===== config.mk =====
export PLATFORM = sky130hd
export DESIGN_NAME = m16_fill_sched
export DESIGN_NICKNAME = d
export VERILOG_FILES = /design/src/rtl/m16_fill_sched.sv
export SDC_FILE = /design/constraint.sdc
export NUM_CORES = 1
export LEC_CHECK = 0
export CAP_MARGIN = 5
export CELL_PAD_IN_SITES_DETAIL_PLACEMENT = 1
export CELL_PAD_IN_SITES_GLOBAL_PLACEMENT = 1
export CORE_ASPECT_RATIO = 1.75
export CORE_MARGIN = 3
export CORE_UTILIZATION = 41
export CTS_CLUSTER_DIAMETER = 200
export DETAILED_ROUTE_END_ITERATION = 8
export HOLD_SLACK_MARGIN = 0.02
export MAX_ROUTING_LAYER = met4
export PLACE_DENSITY = 0.9
export SYNTH_ARGS = -nofsm -noshare
export SYNTH_HDL_FRONTEND = slang
export SYNTH_SLANG_ARGS = --single-unit

===== constraint.sdc =====
create_clock -name iClkOrb -period 5.65 [get_ports iClkOrb]
set_input_delay 1.13 -clock iClkOrb [delete_from_list [all_inputs] [get_ports iClkOrb]]
set_output_delay 1.13 -clock iClkOrb [all_outputs]
set_load 0.05 [all_outputs]

===== src/rtl/m16_fill_sched.sv =====
// m16_fill_sched: fills one 2048-word RAM bank from fast/slow channels while the reader uses the other bank.
// Define M16_FILL_CRC_EN to store a running 12-bit sum of the fill in its last word.
module m16_fill_sched #(
  parameter int          TIMEOUT = 63,
  parameter logic [11:0] FILLER  = 12'hFFF
) (
  input  logic        iClkOrb,
  input  logic        reset,
  input  logic        iSwitch,
  input  logic        iFastVal,
  input  logic [11:0] iFastData,
  output logic        oFastAck,
  input  logic        iSlowVal,
  input  logic [11:0] iSlowData,
  output logic        oSlowAck,
  output logic [11:0] oWrAddr,
  output logic [11:0] oWrData,
  output logic        oWrEn,
  output logic        oFillDone,
  output logic        oOverrun,
  output logic        oUnderrun
);
  localparam int WW = $clog2(TIMEOUT + 1);
  typedef enum logic [1:0] {IDLE, FILL, DONE} state_t;
  state_t state, stateNext;
  logic swD, bank, toggle, filling, slotFast, slotSlow, slotFill, hungry, timeout, advance, lastSlot;
  logic [10:0] idx;
  logic [WW-1:0] waitCnt;
  logic [11:0] wrWord, fillWord;
  assign toggle   = iSwitch ^ swD;
  assign filling  = (state == FILL) && !toggle;
  assign slotFast = idx[4:0] < 5'd24;
  assign slotSlow = !slotFast && (idx[4:0] < 5'd30);
  assign slotFill = idx[4:0] >= 5'd30;
  assign lastSlot = idx == 11'h7FF;
  assign oFastAck = filling && slotFast && iFastVal;
  assign oSlowAck = filling && slotSlow && iSlowVal;
  assign hungry   = filling && ((slotFast && !iFastVal) || (slotSlow && !iSlowVal));
  assign timeout  = hungry && (waitCnt == WW'(TIMEOUT - 1));
  assign advance  = oFastAck || oSlowAck || timeout || (filling && slotFill);
  assign wrWord   = oFastAck ? iFastData : oSlowAck ? iSlowData : timeout ? FILLER : fillWord;
`ifdef M16_FILL_CRC_EN
  logic [11:0] sum;
  always_ff @(posedge iClkOrb or posedge reset)
    if (reset) sum <= '0;
    else if (toggle) sum <= '0;
    else if (advance) sum <= sum + wrWord;
  assign fillWord = lastSlot ? sum : 12'h000;
`else
  assign fillWord = 12'h000;
`endif
  always_ff @(posedge iClkOrb or posedge reset)
    if (reset) state <= IDLE;
    else state <= stateNext;
  always_comb
    stateNext = toggle ? FILL : (advance && lastSlot) ? DONE : state;
  always_ff @(posedge iClkOrb or posedge reset)
    if (reset) begin
      swD       <= 1'b0;
      bank      <= 1'b0;
      idx       <= '0;
      waitCnt   <= '0;
      oWrEn     <= 1'b0;
      oWrAddr   <= '0;
      oWrData   <= '0;
      oFillDone <= 1'b0;
      oOverrun  <= 1'b0;
      oUnderrun <= 1'b0;
    end else begin
      swD      <= iSwitch;
      oWrEn    <= advance;
      oOverrun <= toggle && (state == FILL);
      if (toggle) begin
        bank      <= ~iSwitch;
        idx       <= '0;
        waitCnt   <= '0;
        oFillDone <= 1'b0;
        oUnderrun <= 1'b0;
      end else if (advance) begin
        oWrData <= wrWord;
        oWrAddr <= {bank, idx};
        idx     <= idx + 11'd1;
        waitCnt <= '0;
        if (timeout) oUnderrun <= 1'b1;
        if (lastSlot) oFillDone <= 1'b1;
      end else if (hungry) begin
        waitCnt <= waitCnt + 1'b1;
      end
    end
endmodule


==> impl_metrics.ini, run 1 <==
[cts]
clock-root-buffer = clkbuf_8
cts_tree = built
hold_buffers = 0
path_clk_slew_ns = 0.10
cts_setup_buffers = 0
ctsResizeCount = 0
cts.path.max_buffers = 2
clk_latency_ns = 0.31
cts-htree-levels = 2
clock-sinks = 49
cts_buffers = 5

[cells_and_area]
layout_commonest_cell = clkdlybuf4s50_1
seqCellArea_mm2 = 0.00123
antenna_cells = 0
fillers = 638
drive_above_1_share_pct = 6.21
final_cell_area_mm2 = 0.00322
syn2layout_area_growth_pct = 29.6
multi_input_area_mm2 = 0.00117
mostFrequentLayoutCells = clkdlybuf4s50_1, dfrtp_1, nor2_1
nets = 321

[route]
routed_wl_um = 6970
drt-pass1-iter-count = 4
num_vias = 2075
drtAntennaViolNets = 0
drc = 0
initialDrtViolationCount = 88
post_drt_wl_per_cell_um = 19.1
via_per_inst = 5.67

[global_routing]
grt_max_degree = 50
antenna_found_initial = 0
first_global_vias = 2275
grt_overflow = 0
grt_first_pass_wirelength_um = 11400
grtUsageTotal_pct = 21.7

[timing]
whs_ns = 0.484
finClkSkew_ns = 0.0106
timing.slew.headroom_pct = 30.5
rsz0062_at_grt = no
finalCritPeriodShare_pct = 89.7
tightest_slew_ns = 1.04
period_needed_ns = 5.07
setup_viol = 0
fmax_mhz = 197
tns_ns = 0
hold_viol = 0
drv_slew = 0

[place]
place_area_mm2 = 0.00310
routabilityCongestion = 0.805
portBuffers = 58
place_hpwl_um = 5080

[yosys]
yosysSeqAreaShare_pct = 49.3
syn_nets = 269
synth_cell_types = 48
syn-cell-area_mm2 = 0.00249
synth-seq-cells = 49
yosysTopAreaCell = dfrtp_1
yosysWarnings = 0
postSynthCellCount = 237
async_flop_share_pct = 100
syn_avg_cell_area_um2 = 10.5
synth_edf_count = 0
synth.area.top_cells = dfrtp_1, mux2_1, a311oi_1
synth_top_area_share_pct = 49.3
ys.flop_type = dfrtp_1

[critical_path]
critPathCaptureType = output pin
path_max_fanout = 16
worstPathArrival_ns = 3.94
crit_required_ns = 4.52
critical_path_class = in2out
cp-start-kind = primary input

[floorplan]
die_w_um = 64.9
dieArea_mm2 = 0.00708
die_height_um = 109
core_mm2 = 0.00572
num_rows = 36
io_pins = 59
start_util_pct = 43.5

[run_status]
status = finished clean

[pwr]
power_density_mw_per_mm2 = 276
p_leak_uw = 0.00137
peakVddDrop_mv = 0.289

[hold_path]
min_path_type = reg2reg

[run]
drv_cap = 0
per-layer routing:
| metal | routed length (µm) | track usage, % |
|---|---|---|
| met4 | 235 | 10.4 |
| met3 | 310 | 3.92 |
| met1 | 2840 | 24.0 |
| met2 | 3590 | 37.2 |
| met5 | 0 | - |
final timing paths:
path / slack (ns) / from / cells after the start / end
worst max-delay path: 0.58 / iSwitch / 5 / oFastAck
worst min-delay path: 0.48 / oWrData[6]$_DFFE_PP0P_ / 1 / oWrData[6]$_DFFE_PP0P_
worst max register to register: 2.78 / idx[3]$_DFFE_PP0P_ / 5 / oWrAddr[5]$_DFFE_PP0P_
worst min register to register: 0.48 / oWrData[6]$_DFFE_PP0P_ / 1 / oWrData[6]$_DFFE_PP0P_
max in group asynchronous: 3.65 / reset / 2 / oWrAddr[7]$_DFFE_PP0P_
min in group asynchronous: 1.36 / reset / 2 / oWrData[0]$_DFFE_PP0P_
critical path, cell delays in order:
cell and delay, ns:
clkdlybuf4s50_1 0.54, xnor2_2 0.64, nand2_1 0.58, nor2_1 0.22, clkdlybuf4s50_1 0.83
final cells by class:
type                    instances  area share (%)
flip-flops and latches         49            38.0
multi-input cells             168            36.3
repair buffers                 59            18.2
well taps                      76            2.95
clock buffers                   6            2.56
clock inverters                 2            1.16
inverters                       6           0.776
state kept, by name (all words and copies together) (netlist names):
name and count:
bank 1, idx 11, oFillDone 1, oOverrun 1
oUnderrun 1, oWrAddr 12, oWrData 12, oWrEn 1
state 2, swD 1, waitCnt 6
cell families after synthesis:
family,Yosys count,synth area share [%]
XOR/XNOR,6,2.72
flip-flops,49,49.3
adder cells (fa/ha/maj),4,1.91
AND/OR/NAND/NOR,86,17.0
AO/OA/AOI/OAI,54,17.5
multiplexers,18,7.89
buffers and inverters,20,3.72
metrics by stage:
stage / total power [µW] / std cells / util, % / setup WS, ns
floorplan: 546 / 237 / - / 2.09
global placement: 629 / 358 / 54.3 / 0.733
detailed placement: 636 / 358 / 54.3 / 0.579
CTS: 899 / 366 / 56.4 / 0.565
global route: 927 / 366 / 56.4 / 0.368
finish: 891 / 366 / 56.4 / 0.580
synthesized netlist by cell type, drive strengths merged, types with 4 or more instances:
cell / instances
nand2b: 5
a21oi: 4
a311oi: 12
nor2: 20
or3: 4
nand3: 19
mux2i: 5
and3: 5
xnor2: 5
nand2: 19
a211oi: 6
a21o: 13
clkbuf: 9
dfrtp: 49
o21ai: 6
mux2: 13
inv: 6
buf: 5
report_power, final:
part	total, µW	internal, µW	switching (µW)
clock network	265	144	121
registers	396	377	18.4
logic	231	83.8	147
Power figures use the tool's default switching activity.
==> run 2: changes to the inputs <==
--- a/config.mk
+++ b/config.mk
@@ -10,12 +10,12 @@
 export CELL_PAD_IN_SITES_GLOBAL_PLACEMENT = 1
 export CORE_ASPECT_RATIO = 1.75
 export CORE_MARGIN = 3
-export CORE_UTILIZATION = 41
+export CORE_UTILIZATION = 38
 export CTS_CLUSTER_DIAMETER = 200
 export DETAILED_ROUTE_END_ITERATION = 8
 export HOLD_SLACK_MARGIN = 0.02
 export MAX_ROUTING_LAYER = met4
-export PLACE_DENSITY = 0.9
+export PLACE_DENSITY = 0.84
 export SYNTH_ARGS = -nofsm -noshare
 export SYNTH_HDL_FRONTEND = slang
 export SYNTH_SLANG_ARGS = --single-unit
==> constraint.sdc (replaced) <==
create_clock -name iClkOrb -period 5.7 [get_ports iClkOrb]
set_input_delay 1.14 -clock iClkOrb [delete_from_list [all_inputs] [get_ports iClkOrb]]
set_output_delay 1.14 -clock iClkOrb [all_outputs]
set_load 0.05 [all_outputs]
==> run 2 against run 1 <==
Against the previous run: sequential share of layout area increased by 0.30 points; hold slack got worse by 0.0048 ns; cell count increased by 1.4%; combinational power about the same; clock skew decreased by 0.00084 ns; total power decreased by 7.7%; die area increased by 7.3%; sequential power decreased by 1%; first-iteration DRC count decreased by 1.1%; via count decreased by 1.1%; critical path type unchanged; largest cell class unchanged.
==> impl_metrics.ini, run 2 (synthesis gave the netlist of run 1 again) <==
[pwr]
p_leak_uw = 0.00136
power_frac_comb_pct = 28.0
power_density_mw_per_mm2 = 257
clkPwrFrac_pct = 24.3
switching_power_uw = 279
p_int_uw = 543
p_sw_share_pct = 34.0
pwr-share-seq_pct = 47.7
peakVddDrop_mv = 0.118

[place]
portBuffers = 58
place_area_mm2 = 0.00312
place_hpwl_um = 4960
routabilityCongestion = 0.770

[route]
top_layer_used = met4
post_drt_wl_per_cell_um = 18.0
initialDrtViolationCount = 87
drt-pass1-iter-count = 4
wl_met2_um = 3540
routed_wl_um = 6680
via_per_inst = 5.53
routedLengthMet1_um = 2590
drc = 0
wl_met3_um = 335
drtAntennaViolNets = 0
num_vias = 2052

[critical_path]
cp-start-kind = primary input
path_max_fanout = 16
critPathCaptureType = output pin
crit_required_ns = 4.56
rrSetupSlack_ns = 2.88
critical_path_class = in2out
worstPathArrival_ns = 3.60

[floorplan]
dieArea_mm2 = 0.00759
die_w_um = 67.2
io_pins = 59
die_height_um = 113
start_util_pct = 39.7
core_mm2 = 0.00628
num_rows = 38

[global_routing]
antenna_found_initial = 0
grt_max_degree = 50
first_global_vias = 2130
grt_first_pass_wirelength_um = 10800
grt_overflow = 0
grtUsageTotal_pct = 19.4

[timing]
period_needed_ns = 4.74
tightest_slew_ns = 1.01
fmax_mhz = 211
setup_viol = 0
rsz0062_at_grt = no
finClkSkew_ns = 0.00977
drv_slew = 0
finalCritPeriodShare_pct = 83.2
tns_ns = 0
timing.slew.headroom_pct = 32.8
hold_viol = 0

[cts]
hold_buffers = 0
path_clk_slew_ns = 0.08
ctsResizeCount = 0
cts.path.max_buffers = 2
clock-root-buffer = clkbuf_8
clock-sinks = 49
cts_tree = built
clk_latency_ns = 0.31
cts_setup_buffers = 0
cts-htree-levels = 2
cts_buffers = 5

[cells_and_area]
nets = 322
syn2layout_area_growth_pct = 28.6
final_cell_area_mm2 = 0.00320
mostFrequentLayoutCells = clkdlybuf4s50_1, dfrtp_1, nor2_1
layout_commonest_cell = clkdlybuf4s50_1
antenna_cells = 0
largest_registers = oWrAddr x12, oWrData x12, idx x11
drive_above_1_share_pct = 6.19

[run]
drv_cap = 0

[hold_path]
min_path_type = reg2reg

[run_status]
status = finished clean
[run 2: stage by stage]
step | hold WS [ns] | worst slack, ns | util, % | instances | total power, µW
2_1_floorplan | 0.462 | 2.12 | - | 237 | 541
3_3_place_gp | 0.460 | 1.05 | 49.7 | 363 | 626
3_5_place_dp | 0.465 | 0.965 | 49.7 | 363 | 631
4_1_cts | 0.484 | 0.966 | 51.0 | 371 | 835
5_1_grt | 0.491 | 0.818 | 51.0 | 371 | 866
6_report | 0.479 | 0.960 | 51.0 | 371 | 822
[run 2: worst paths after layout]
kind	start	end	cells past startpoint
min	oWrData[8]$_DFFE_PP0P_	oWrData[8]$_DFFE_PP0P_	1
max reg2reg	idx[3]$_DFFE_PP0P_	oWrAddr[2]$_DFFE_PP0P_	5
max	iSwitch	oFastAck	6
min reg2reg	oWrData[8]$_DFFE_PP0P_	oWrData[8]$_DFFE_PP0P_	1
max in group asynchronous	reset	oWrAddr[8]$_DFFE_PP0P_	2
min in group asynchronous	reset	oWrData[11]$_DFFE_PP0P_	2
[run 2: worst max-delay path, stage by stage]
cell             delay [ns]
clkdlybuf4s50_1        0.53
xnor2_2                0.65
nand2_1                0.10
buf_4                  0.23
nor2_1                 0.12
clkdlybuf4s50_1        0.82
[run 2: cell type report]
| cell class | instances | area [µm²] |
|---|---|---|
| Clock buffer | 6 | 72.6 |
| Clock inverter | 2 | 10.0 |
| Fill cell | 696 | 3080 |
| Inverter | 6 | 25.0 |
| Multi-Input combinational cell | 168 | 1170 |
| Sequential cell | 49 | 1230 |
| Tap cell | 80 | 100 |
| Timing Repair Buffer | 60 | 596 |
[run 2: metal layers]
layer | GRT usage (%) | vias to the layer above
met4 | 9.08 | 0
li1 | - | 971
met3 | 3.77 | 15
met1 | 21.0 | 1000
met2 | 33.1 | 66
met5 | - | -
[run 2: power groups by stage]
stage          logic (µW)  clock network (µW)  registers [µW]
2_1_floorplan        64.6                   0             477
3_3_place_gp          228                   0             398
3_5_place_dp          233                   0             399
4_1_cts               233                 209             392
5_1_grt               244                 226             396
6_report              230                 200             392
